## config.mk

```make
export PLATFORM = sky130hd
export DESIGN_NAME = instr_encoder
export DESIGN_NICKNAME = d
export VERILOG_FILES = /design/src/rtl/riscv_pkg.sv /design/src/rtl/instr_fifo.sv /design/src/rtl/instr_encoder.sv
export SDC_FILE = /design/constraint.sdc
export NUM_CORES = 1
export LEC_CHECK = 0
export BUFFER_PORTS_ARGS = -buffer_cell sky130_fd_sc_hd__buf_2
export CORE_MARGIN = 2
export CORE_UTILIZATION = 50
export DETAILED_ROUTE_END_ITERATION = 16
export PLACE_DENSITY = 0.71
export SYNTH_ARGS = -nofsm -noshare
export SYNTH_HDL_FRONTEND = slang
export SYNTH_SLANG_ARGS = --single-unit
```

## constraint.sdc

```tcl
create_clock -name clk -period 2.9 [get_ports clk]
set_input_delay 0.29 -clock clk [delete_from_list [all_inputs] [get_ports clk]]
set_output_delay 0.29 -clock clk [all_outputs]
set_load 0.01 [all_outputs]
```

## src/rtl/riscv_pkg.sv

```systemverilog
// Shared RV32I field codes, opcode constants, encoder state type and the
// field-to-word packing function used by the instruction encoder.
package riscv_pkg;

  localparam logic [2:0] FMT_I = 3'b000;
  localparam logic [2:0] FMT_S = 3'b001;
  localparam logic [2:0] FMT_B = 3'b010;
  localparam logic [2:0] FMT_J = 3'b011;
  localparam logic [2:0] FMT_U = 3'b100;
  localparam logic [2:0] FMT_R = 3'b101;

  localparam logic [6:0] OP_RTYPE  = 7'b0110011;
  localparam logic [6:0] OP_ITYPE  = 7'b0010011;
  localparam logic [6:0] OP_LOAD   = 7'b0000011;
  localparam logic [6:0] OP_STORE  = 7'b0100011;
  localparam logic [6:0] OP_BRANCH = 7'b1100011;
  localparam logic [6:0] OP_JAL    = 7'b1101111;
  localparam logic [6:0] OP_JALR   = 7'b1100111;
  localparam logic [6:0] OP_LUI    = 7'b0110111;

  typedef enum logic [1:0] {
    ST_LOAD  = 2'd0,
    ST_DRAIN = 2'd1,
    ST_DONE  = 2'd2
  } enc_state_e;

  // Formats 11x fall through to R so an unchecked build still emits a word.
  function automatic logic [31:0] encode_instr(
    input logic [2:0]  fmt,
    input logic [6:0]  op,
    input logic [2:0]  f3,
    input logic        f7b5,
    input logic [4:0]  rd,
    input logic [4:0]  rs1,
    input logic [4:0]  rs2,
    input logic [31:0] imm
  );
    logic [31:0] w;
    logic [6:0]  hi7;
    hi7 = {1'b0, f7b5, 5'b00000};
    case (fmt)
      FMT_I: begin
        if (op == OP_ITYPE && (f3 == 3'b001 || f3 == 3'b101))
          w = {hi7, imm[4:0], rs1, f3, rd, op};
        else
          w = {imm[11:0], rs1, f3, rd, op};
      end
      FMT_S:   w = {imm[11:5], rs2, rs1, f3, imm[4:0], op};
      FMT_B:   w = {imm[12], imm[10:5], rs2, rs1, f3, imm[4:1], imm[11], op};
      FMT_J:   w = {imm[20], imm[10:1], imm[11], imm[19:12], rd, op};
      FMT_U:   w = {imm[31:12], rd, op};
      default: w = {hi7, rs2, rs1, f3, rd, op};
    endcase
    return w;
  endfunction

endpackage

```

## src/rtl/instr_fifo.sv

```systemverilog
// Show-ahead FIFO: head is valid whenever count is non-zero.
module instr_fifo #(
  parameter int DEPTH = 4,
  parameter int WIDTH = 32
) (
  input  logic                     clk,
  input  logic                     rst_n,
  input  logic                     flush,
  input  logic                     push,
  input  logic [WIDTH-1:0]         push_data,
  input  logic                     pop,
  output logic [WIDTH-1:0]         head,
  output logic                     empty,
  output logic [$clog2(DEPTH):0]   count
);

  localparam int PW = $clog2(DEPTH);

  logic [WIDTH-1:0] mem_q [DEPTH];
  logic [WIDTH-1:0] mem_d [DEPTH];
  logic [PW-1:0]    wr_ptr_q, wr_ptr_d;
  logic [PW-1:0]    rd_ptr_q, rd_ptr_d;
  logic [PW:0]      count_q, count_d;

  always_comb begin
    mem_d    = mem_q;
    wr_ptr_d = wr_ptr_q;
    rd_ptr_d = rd_ptr_q;
    count_d  = count_q;
    if (flush) begin
      wr_ptr_d = '0;
      rd_ptr_d = '0;
      count_d  = '0;
    end else begin
      if (push) begin
        mem_d[wr_ptr_q] = push_data;
        wr_ptr_d        = wr_ptr_q + PW'(1);
      end
      if (pop)
        rd_ptr_d = rd_ptr_q + PW'(1);
      case ({push, pop})
        2'b10:   count_d = count_q + (PW+1)'(1);
        2'b01:   count_d = count_q - (PW+1)'(1);
        default: count_d = count_q;
      endcase
    end
  end

  always_ff @(posedge clk or negedge rst_n) begin
    if (!rst_n) begin
      for (int i = 0; i < DEPTH; i++) mem_q[i] <= '0;
      wr_ptr_q <= '0;
      rd_ptr_q <= '0;
      count_q  <= '0;
    end else begin
      mem_q    <= mem_d;
      wr_ptr_q <= wr_ptr_d;
      rd_ptr_q <= rd_ptr_d;
      count_q  <= count_d;
    end
  end

  assign head  = mem_q[rd_ptr_q];
  assign empty = (count_q == '0);
  assign count = count_q;

endmodule

```

## src/rtl/instr_encoder.sv

```systemverilog
// Packs field-level requests into RV32I words and streams them to imem.
// Define INSTR_ENCODER_CHECK_EN to reject illegal requests and raise err.
//
// state    | meaning
// ST_LOAD  | accepting requests
// ST_DRAIN | no new requests; flushing encode register and FIFO
// ST_DONE  | all words written; idle until restart or reset
module instr_encoder
  import riscv_pkg::*;
#(
  parameter int                DEPTH     = 4,
  parameter int                ADDR_W    = 32,
  parameter logic [ADDR_W-1:0] BASE_ADDR = '0
) (
  input  logic              clk,
  input  logic              rst_n,
  input  logic              restart,
  input  logic              finish,
  input  logic              req_valid,
  output logic              req_ready,
  input  logic [2:0]        req_fmt,
  input  logic [6:0]        req_op,
  input  logic [2:0]        req_funct3,
  input  logic              req_funct7b5,
  input  logic [4:0]        req_rd,
  input  logic [4:0]        req_rs1,
  input  logic [4:0]        req_rs2,
  input  logic [31:0]       req_imm,
  output logic              wr_valid,
  input  logic              wr_ready,
  output logic [ADDR_W-1:0] wr_addr,
  output logic [31:0]       wr_data,
  output logic [ADDR_W-1:0] words,
  output logic              done,
  output logic              err
);

  localparam int CW = $clog2(DEPTH) + 1;

  enc_state_e        state_q, state_d;
  logic              enc_valid_q, enc_valid_d;
  logic [31:0]       enc_data_q, enc_data_d;
  logic [ADDR_W-1:0] wr_addr_q, wr_addr_d;
  logic [ADDR_W-1:0] words_q, words_d;

  logic [31:0]       fifo_head;
  logic              fifo_empty;
  logic [CW-1:0]     fifo_count;
  logic [CW-1:0]     occupancy;
  logic              accept, pop, push, drained_next, illegal;

  assign occupancy = fifo_count + CW'(enc_valid_q);
  assign accept    = req_valid && req_ready;
  assign wr_valid  = !fifo_empty;
  assign pop       = wr_valid && wr_ready && !restart;
  assign push      = enc_valid_q && !restart;
  // Empty after this edge: nothing in the encode register and the last
  // FIFO word (if any) leaves on this edge.
  assign drained_next = !enc_valid_q &&
                        ((fifo_count == '0) || (fifo_count == CW'(1) && pop));

  instr_fifo #(.DEPTH(DEPTH), .WIDTH(32)) u_fifo (
    .clk       (clk),
    .rst_n     (rst_n),
    .flush     (restart),
    .push      (push),
    .push_data (enc_data_q),
    .pop       (pop),
    .head      (fifo_head),
    .empty     (fifo_empty),
    .count     (fifo_count)
  );

  always_ff @(posedge clk or negedge rst_n) begin
    if (!rst_n) state_q <= ST_LOAD;
    else        state_q <= state_d;
  end

  always_comb begin
    state_d = state_q;
    if (restart) begin
      state_d = ST_LOAD;
    end else begin
      case (state_q)
        ST_LOAD:  if (finish) state_d = ST_DRAIN;
        ST_DRAIN: if (drained_next) state_d = ST_DONE;
        ST_DONE:  state_d = ST_DONE;
        default:  state_d = ST_LOAD;
      endcase
    end
  end

  always_comb begin
    req_ready = (state_q == ST_LOAD) && !restart && (occupancy < CW'(DEPTH));
    done      = (state_q == ST_DONE);
  end

`ifdef INSTR_ENCODER_CHECK_EN
  logic err_q, err_d;

  always_comb begin
    case (req_fmt)
      FMT_I, FMT_S: illegal = (req_imm[31:11] != {21{req_imm[11]}});
      FMT_B:        illegal = req_imm[0] || (req_imm[31:12] != {20{req_imm[12]}});
      FMT_J:        illegal = req_imm[0] || (req_imm[31:20] != {12{req_imm[20]}});
      FMT_U, FMT_R: illegal = 1'b0;
      default:      illegal = 1'b1;
    endcase
  end

  always_comb begin
    err_d = err_q;
    if (restart)                 err_d = 1'b0;
    else if (accept && illegal)  err_d = 1'b1;
  end

  always_ff @(posedge clk or negedge rst_n) begin
    if (!rst_n) err_q <= 1'b0;
    else        err_q <= err_d;
  end

  assign err = err_q;
`else
  assign illegal = 1'b0;
  assign err     = 1'b0;
`endif

  always_comb begin
    enc_valid_d = accept && !illegal;
    enc_data_d  = enc_data_q;
    if (accept)
      enc_data_d = encode_instr(req_fmt, req_op, req_funct3, req_funct7b5,
                                req_rd, req_rs1, req_rs2, req_imm);
    wr_addr_d = wr_addr_q;
    words_d   = words_q;
    if (restart) begin
      wr_addr_d = BASE_ADDR;
      words_d   = '0;
    end else if (pop) begin
      wr_addr_d = wr_addr_q + ADDR_W'(4);
      words_d   = words_q + ADDR_W'(1);
    end
  end

  always_ff @(posedge clk or negedge rst_n) begin
    if (!rst_n) begin
      enc_valid_q <= 1'b0;
      enc_data_q  <= '0;
      wr_addr_q   <= BASE_ADDR;
      words_q     <= '0;
    end else begin
      enc_valid_q <= enc_valid_d;
      enc_data_q  <= enc_data_d;
      wr_addr_q   <= wr_addr_d;
      words_q     <= words_d;
    end
  end

  assign wr_addr = wr_addr_q;
  assign words   = words_q;
  assign wr_data = fifo_empty ? 32'h0 : fifo_head;

endmodule

```

# Yosys cells after proc, flatten, opt, wreduce, memory -nomap -nowiden
# Cells that the tools add are included.
# W data, S select, Z words.
# op_classes
n_addsub,7
eq_ne,14
n_lt_le_gt_ge,4
n_mux,23
n_bitwise,3
reduce_logical,23
# op_table
operator,n
$mux W32,9
$pmux W32 S5,1
$bwmux W128,1
$bmux W32 S2,1
$demux W32 S2,1
$add A32 B1 Y32 const B,1
$add A32 B3 Y32 const B,1
$mux W2,7
$logic_and A1 B1 Y1,10
$eq A3 B1 Y1 const B,3
$eq A7 B5 Y1 const B,1
$eq A3 B2 Y1 const B,2
$eq A3 B3 Y1 const B,2
$ge A3 B3 Y1 const B,2
$logic_not A3 Y1,2
$ne A3 B3 Y1 const B,2
$not A2 Y3,2
$pmux W2 S3,1
$pmux W3 S2,1
$add A2 B1 Y2 const B,2
$eq A2 B1 Y1 const B,2
$eq A2 B2 Y1 const B,2
$reduce_and A2 Y1,2
$reduce_bool A2 Y1,2
other kinds (11),14
# totals
wordCells,86
out_inout_bits,100
reg_bits,234
inputBits,67

# Depth between registers and ports, before layout
# depth
word_depth,10
mapped_depth,9
ltp_nobuf,8

# By module
# A second synthesis with hierarchy kept.
# unflattened
cells_unflattened,960
hier_area_um2,11910.2
# by_module_without_submodules
mod,area_each_um2,cells_each,seq_area_each_um2,instances
instr_fifo,6331.1,350,3378.2,1
instr_encoder,5579.1,610,2427.3,1

# Least setup slack after synthesis
# Ideal clock, no wire load.
# synth_path
path_kind,flip-flop to flip-flop
start,register words_q[9] (netlist: words[9])
end,register words_q[31] (netlist: words[31])
path_stages_with_launch,8
path_buffers,2
arrival_ns,2.220
slack_ns,0.603
period_less_slack_ns,2.297
path_cell_list,dfrtp_1 -> nand4_1 -> or4_1 -> clkbuf_2 -> or3_1 -> buf_2 -> or4_1 -> a21oi_1
# synth_between
elab_chain_cells,3
# synth_lines
element,line_no,rtl
start: declaration,instr_encoder.sv:44,"logic [ADDR_W-1:0] words_q, words_d;"
start signal: assignment,instr_encoder.sv:155,words_q <= words_d;
$add A32 B1 Y32,instr_encoder.sv:141,words_d = words_q + ADDR_W'(1);
$mux W32,instr_encoder.sv:139,end else if (pop) begin
$mux W32,instr_encoder.sv:136,if (restart) begin
# Every way passes these cells. The select of a mux whose other input is x is not followed.
# A chain may end at the register's enable or synchronous reset.

# Final worst setup path
# layout_path
start,register u_fifo.count_q[0] (netlist: u_fifo.count[0])
end,output port wr_data[31]
# layout_between
elab_chain_cells,2
# layout_lines
element,line_no,rtl
start: declaration,instr_fifo.sv:23,"logic [PW:0] count_q, count_d;"
start signal: assignment,instr_fifo.sv:59,count_q <= count_d;
$logic_not A3 Y1,instr_fifo.sv:64,assign empty = (count_q == '0);
$mux W32,instr_encoder.sv:161,assign wr_data = fifo_empty ? 32'h0 : fifo_head;
end: declaration,instr_encoder.sv:32,"output logic [31:0] wr_data,"
# Every way passes these cells.

==> metrics.txt <==
Max Cap Violations=0; Hold Slack=about 0.024 ns; hold path cells=3; IO Count=between 150 and 200; post-synthesis xor/xnor area fraction=0.0404; postcts setup bufs=0; Compound-Gate Fraction of Synth Area=0.0559; total routed wirelength=~25,000 µm; CP Launch Type=flip-flop; # DRC=0; peak supply drop=~550 µV; Worst setup EP type=output pin; core area=0.0218 mm²; deepest clock path buffer count=3; EDFF count, synth=0; multiplexer share of the synthesized area=0.183; Ys Warns=0; # rows=54; die width=between 150 and 200 µm; Layout Area Growth over Synthesis=17.8%; fillers=between 1,500 and 2,000; CTS Hold Buffers Added=3; Final period util=0.880; r2r setup slk=0.49 ns; IO buf count=163; outcome=finished clean; post-DR vias/cell=~5.5; sequential area share after synthesis=0.525; vias in the first global route=just over 8,000; Setup Skew=between 0.008 and 0.009 ns; Worst Tran Pin Value=between 0.8 and 0.9 ns; vias=around 8,000; Skew-Pair Late Insertion Delay=0.52 ns; fin nets=approximately 1,200; hold path start=req_rs1[1]; Synth Area in Simple Gates=0.147; reg2reg start=words[9]$_DFFE_PN0N_; first-pass GRT wire length=~43,000 µm; first-pass iteration count of the detailed router=4; Max Slew Vio Count=0; Routed wire per std cell=approximately 18 µm; Worst Hold End=enc_data_q[16]$_DFFE_PN0P_; r2r endpoint=words[31]$_DFFE_PN0N_; Post-Syn Area=0.0111 mm²; CTS Buf Count=25; CP Class=reg2out; Worst EP required=between 2 and 3 ns; register area=0.00581 mm²; CTS tree=yes; gr ovfl total=0; initial antenna violation count=0; layout cells sized above 1=0.328; multi-input logic area=0.00492 mm²; H-tree depth=1; RSZ-0062 raised after global routing=false; syn avg cell area=around 11 µm²; Hold WC Path Type=in2reg; Cell Pwr Density=just over 800 mW/mm²; # resized after CTS=0; Clk Tree Root Cell=clkbuf_16; Post-Synth Adder-Cell Area=0.0167; # diodes=0; largest family of logic cells by synthesized area=multiplexers; Final Hold Fails=0; crit path DAT=around 2.3 ns; Sink Count=between 200 and 250; Worst slew margin=0.415; ANT nets after route=0; CTS clk-pin slew, worst paths=around 0.060 ns; count of cell types in the netlist=50; cell count of the worst reg-to-reg path=5; Critical Path Fanout Max=30; final setup vio count=0; setup_tns=0 ns; Die H=roughly 150 µm; Pleak=between 6 and 7 nW; Max Clk Rate=392 MHz; Initial DRC Count=approximately 420; largest net degree at the start of global routing=88; dpl hpwl=around 17,000 µm; ys async rst share=1.00; Synth Flop Type=dfrtp_1; Die Area=0.0233 mm²; Yosys reg bits=232; Starting Density=0.508; minimum clock period=between 2 and 3 ns; Syn Inst Count=a little under 1,000; Tot GR Track Use=0.221; gpl congestion=0.839
## worst max-delay path: stages, from the launching register on
cell and delay (ns):
dfrtp_1 0.43, inv_1 0.09, ha_1 0.22, nand2b_1 0.21
buf_4 0.37, and2_1 0.25, buf_2 0.16
## state kept, by name (all words and copies together), names as in the netlist
| signal | count |
|---|---|
| u_fifo.rd_ptr_q | 2 |
| u_fifo.mem_q | 128 |
| enc_valid_q | 1 |
| state_q | 2 |
| u_fifo.count | 3 |
| wr_addr | 30 |
| u_fifo.wr_ptr_q | 2 |
| enc_data_q | 32 |
| words | 32 |
## stage by stage
step | instances | setup slack [ns] | power (mW) | area [µm²] | utilization
CTS | 1421 | 0.318 | 10.8 | 13000 | 0.599
finish | 1421 | 0.348 | 10.7 | 13000 | 0.599
global placement | 1374 | 0.567 | 7.51 | 12200 | 0.560
floorplan | 971 | 0.603 | 6.52 | 11100 | -
detailed placement | 1374 | 0.531 | 7.63 | 12200 | 0.560
global route | 1421 | 0.225 | 11.4 | 13000 | 0.599
## routing by layer
layer,wire [µm],global-route usage,up-vias,share of wire
met2,11700,0.356,219,0.46
met3,1480,0.0392,46,0.059
met4,601,0.0600,0,0.024
met1,11500,0.313,3862,0.45
li1,-,-,3733,-
met5,0,0,-,0
## area by class of cell
type | count | share of cell area
flip-flops and latches | 232 | 0.446
multi-input cells | 655 | 0.378
repair buffers | 187 | 0.0806
clock buffers | 35 | 0.0547
well taps | 280 | 0.0269
clock inverters | 9 | 0.00787
inverters | 23 | 0.00662
## kinds of logic after synthesis
family / Yosys count
DFF: 232
and+or+nand+nor: 330
AOI/OAI and AO/OA: 107
other: 1
muxes: 149
xor gates and xnor gates: 51
buffers and inverters: 84
adders and majority gates: 15
## cell usage after synthesis (24+ instances only)
| cell type | count | area (µm²) |
|---|---|---|
| clkbuf_1 | 47 | 176 |
| dfrtp_1 | 232 | 5810 |
| xnor2_1 | 38 | 333 |
| a21oi_1 | 28 | 140 |
| o21ai_0 | 48 | 240 |
| and2_1 | 38 | 238 |
| nor2_1 | 70 | 263 |
| mux4_2 | 32 | 721 |
| nand2_1 | 95 | 357 |
| nand3_1 | 28 | 140 |
| mux2_2 | 109 | 1230 |
| nor3_1 | 24 | 120 |
## report_power, final
group | total (mW) | internal, mW | switching (mW)
sequential | 4.54 | 3.98 | 0.561
clock | 3.16 | 1.89 | 1.27
combinational | 3.00 | 1.51 | 1.49
total | 10.7 | 7.37 | 3.33
## cells in the final DEF (no fill, tap or decap), types with 4 or more instances in the layout
cell type / n
nand4_1: 17
and2_1: 38
dfrtp_1: 231
a31oi_1: 9
nor2_1: 70
and4_1: 7
xnor2_1: 38
mux2_2: 109
clkinv_2: 5
nor4_1: 12
ha_1: 14
nand3_1: 27
o221ai_1: 4
clkbuf_1: 5
clkbuf_8: 5
mux2i_1: 8
and3_1: 6
buf_4: 18
xor2_1: 13
or3_1: 11
mux4_2: 32
nor2b_1: 6
nor3_1: 24
o21ai_0: 48
nand2_1: 95
a221oi_1: 8
buf_2: 162
a21oi_1: 28
inv_1: 22
clkbuf_16: 25
## worst max path at each step
stage | from | to | cells after the start
after global placement | words[9]$_DFFE_PN0N_ | words[31]$_DFFE_PN0N_ | 5
final | u_fifo.count[0]$_DFFE_PN0P_ | wr_data[31] | 6
after global routing | u_fifo.count[0]$_DFFE_PN0P_ | wr_data[31] | 6
after floorplan | words[9]$_DFFE_PN0N_ | words[31]$_DFFE_PN0N_ | 7
after CTS | u_fifo.count[0]$_DFFE_PN0P_ | wr_data[31] | 6
after detailed placement | words[9]$_DFFE_PN0N_ | words[31]$_DFFE_PN0N_ | 5
No activity file was read; power rests on OpenSTA's default activity.
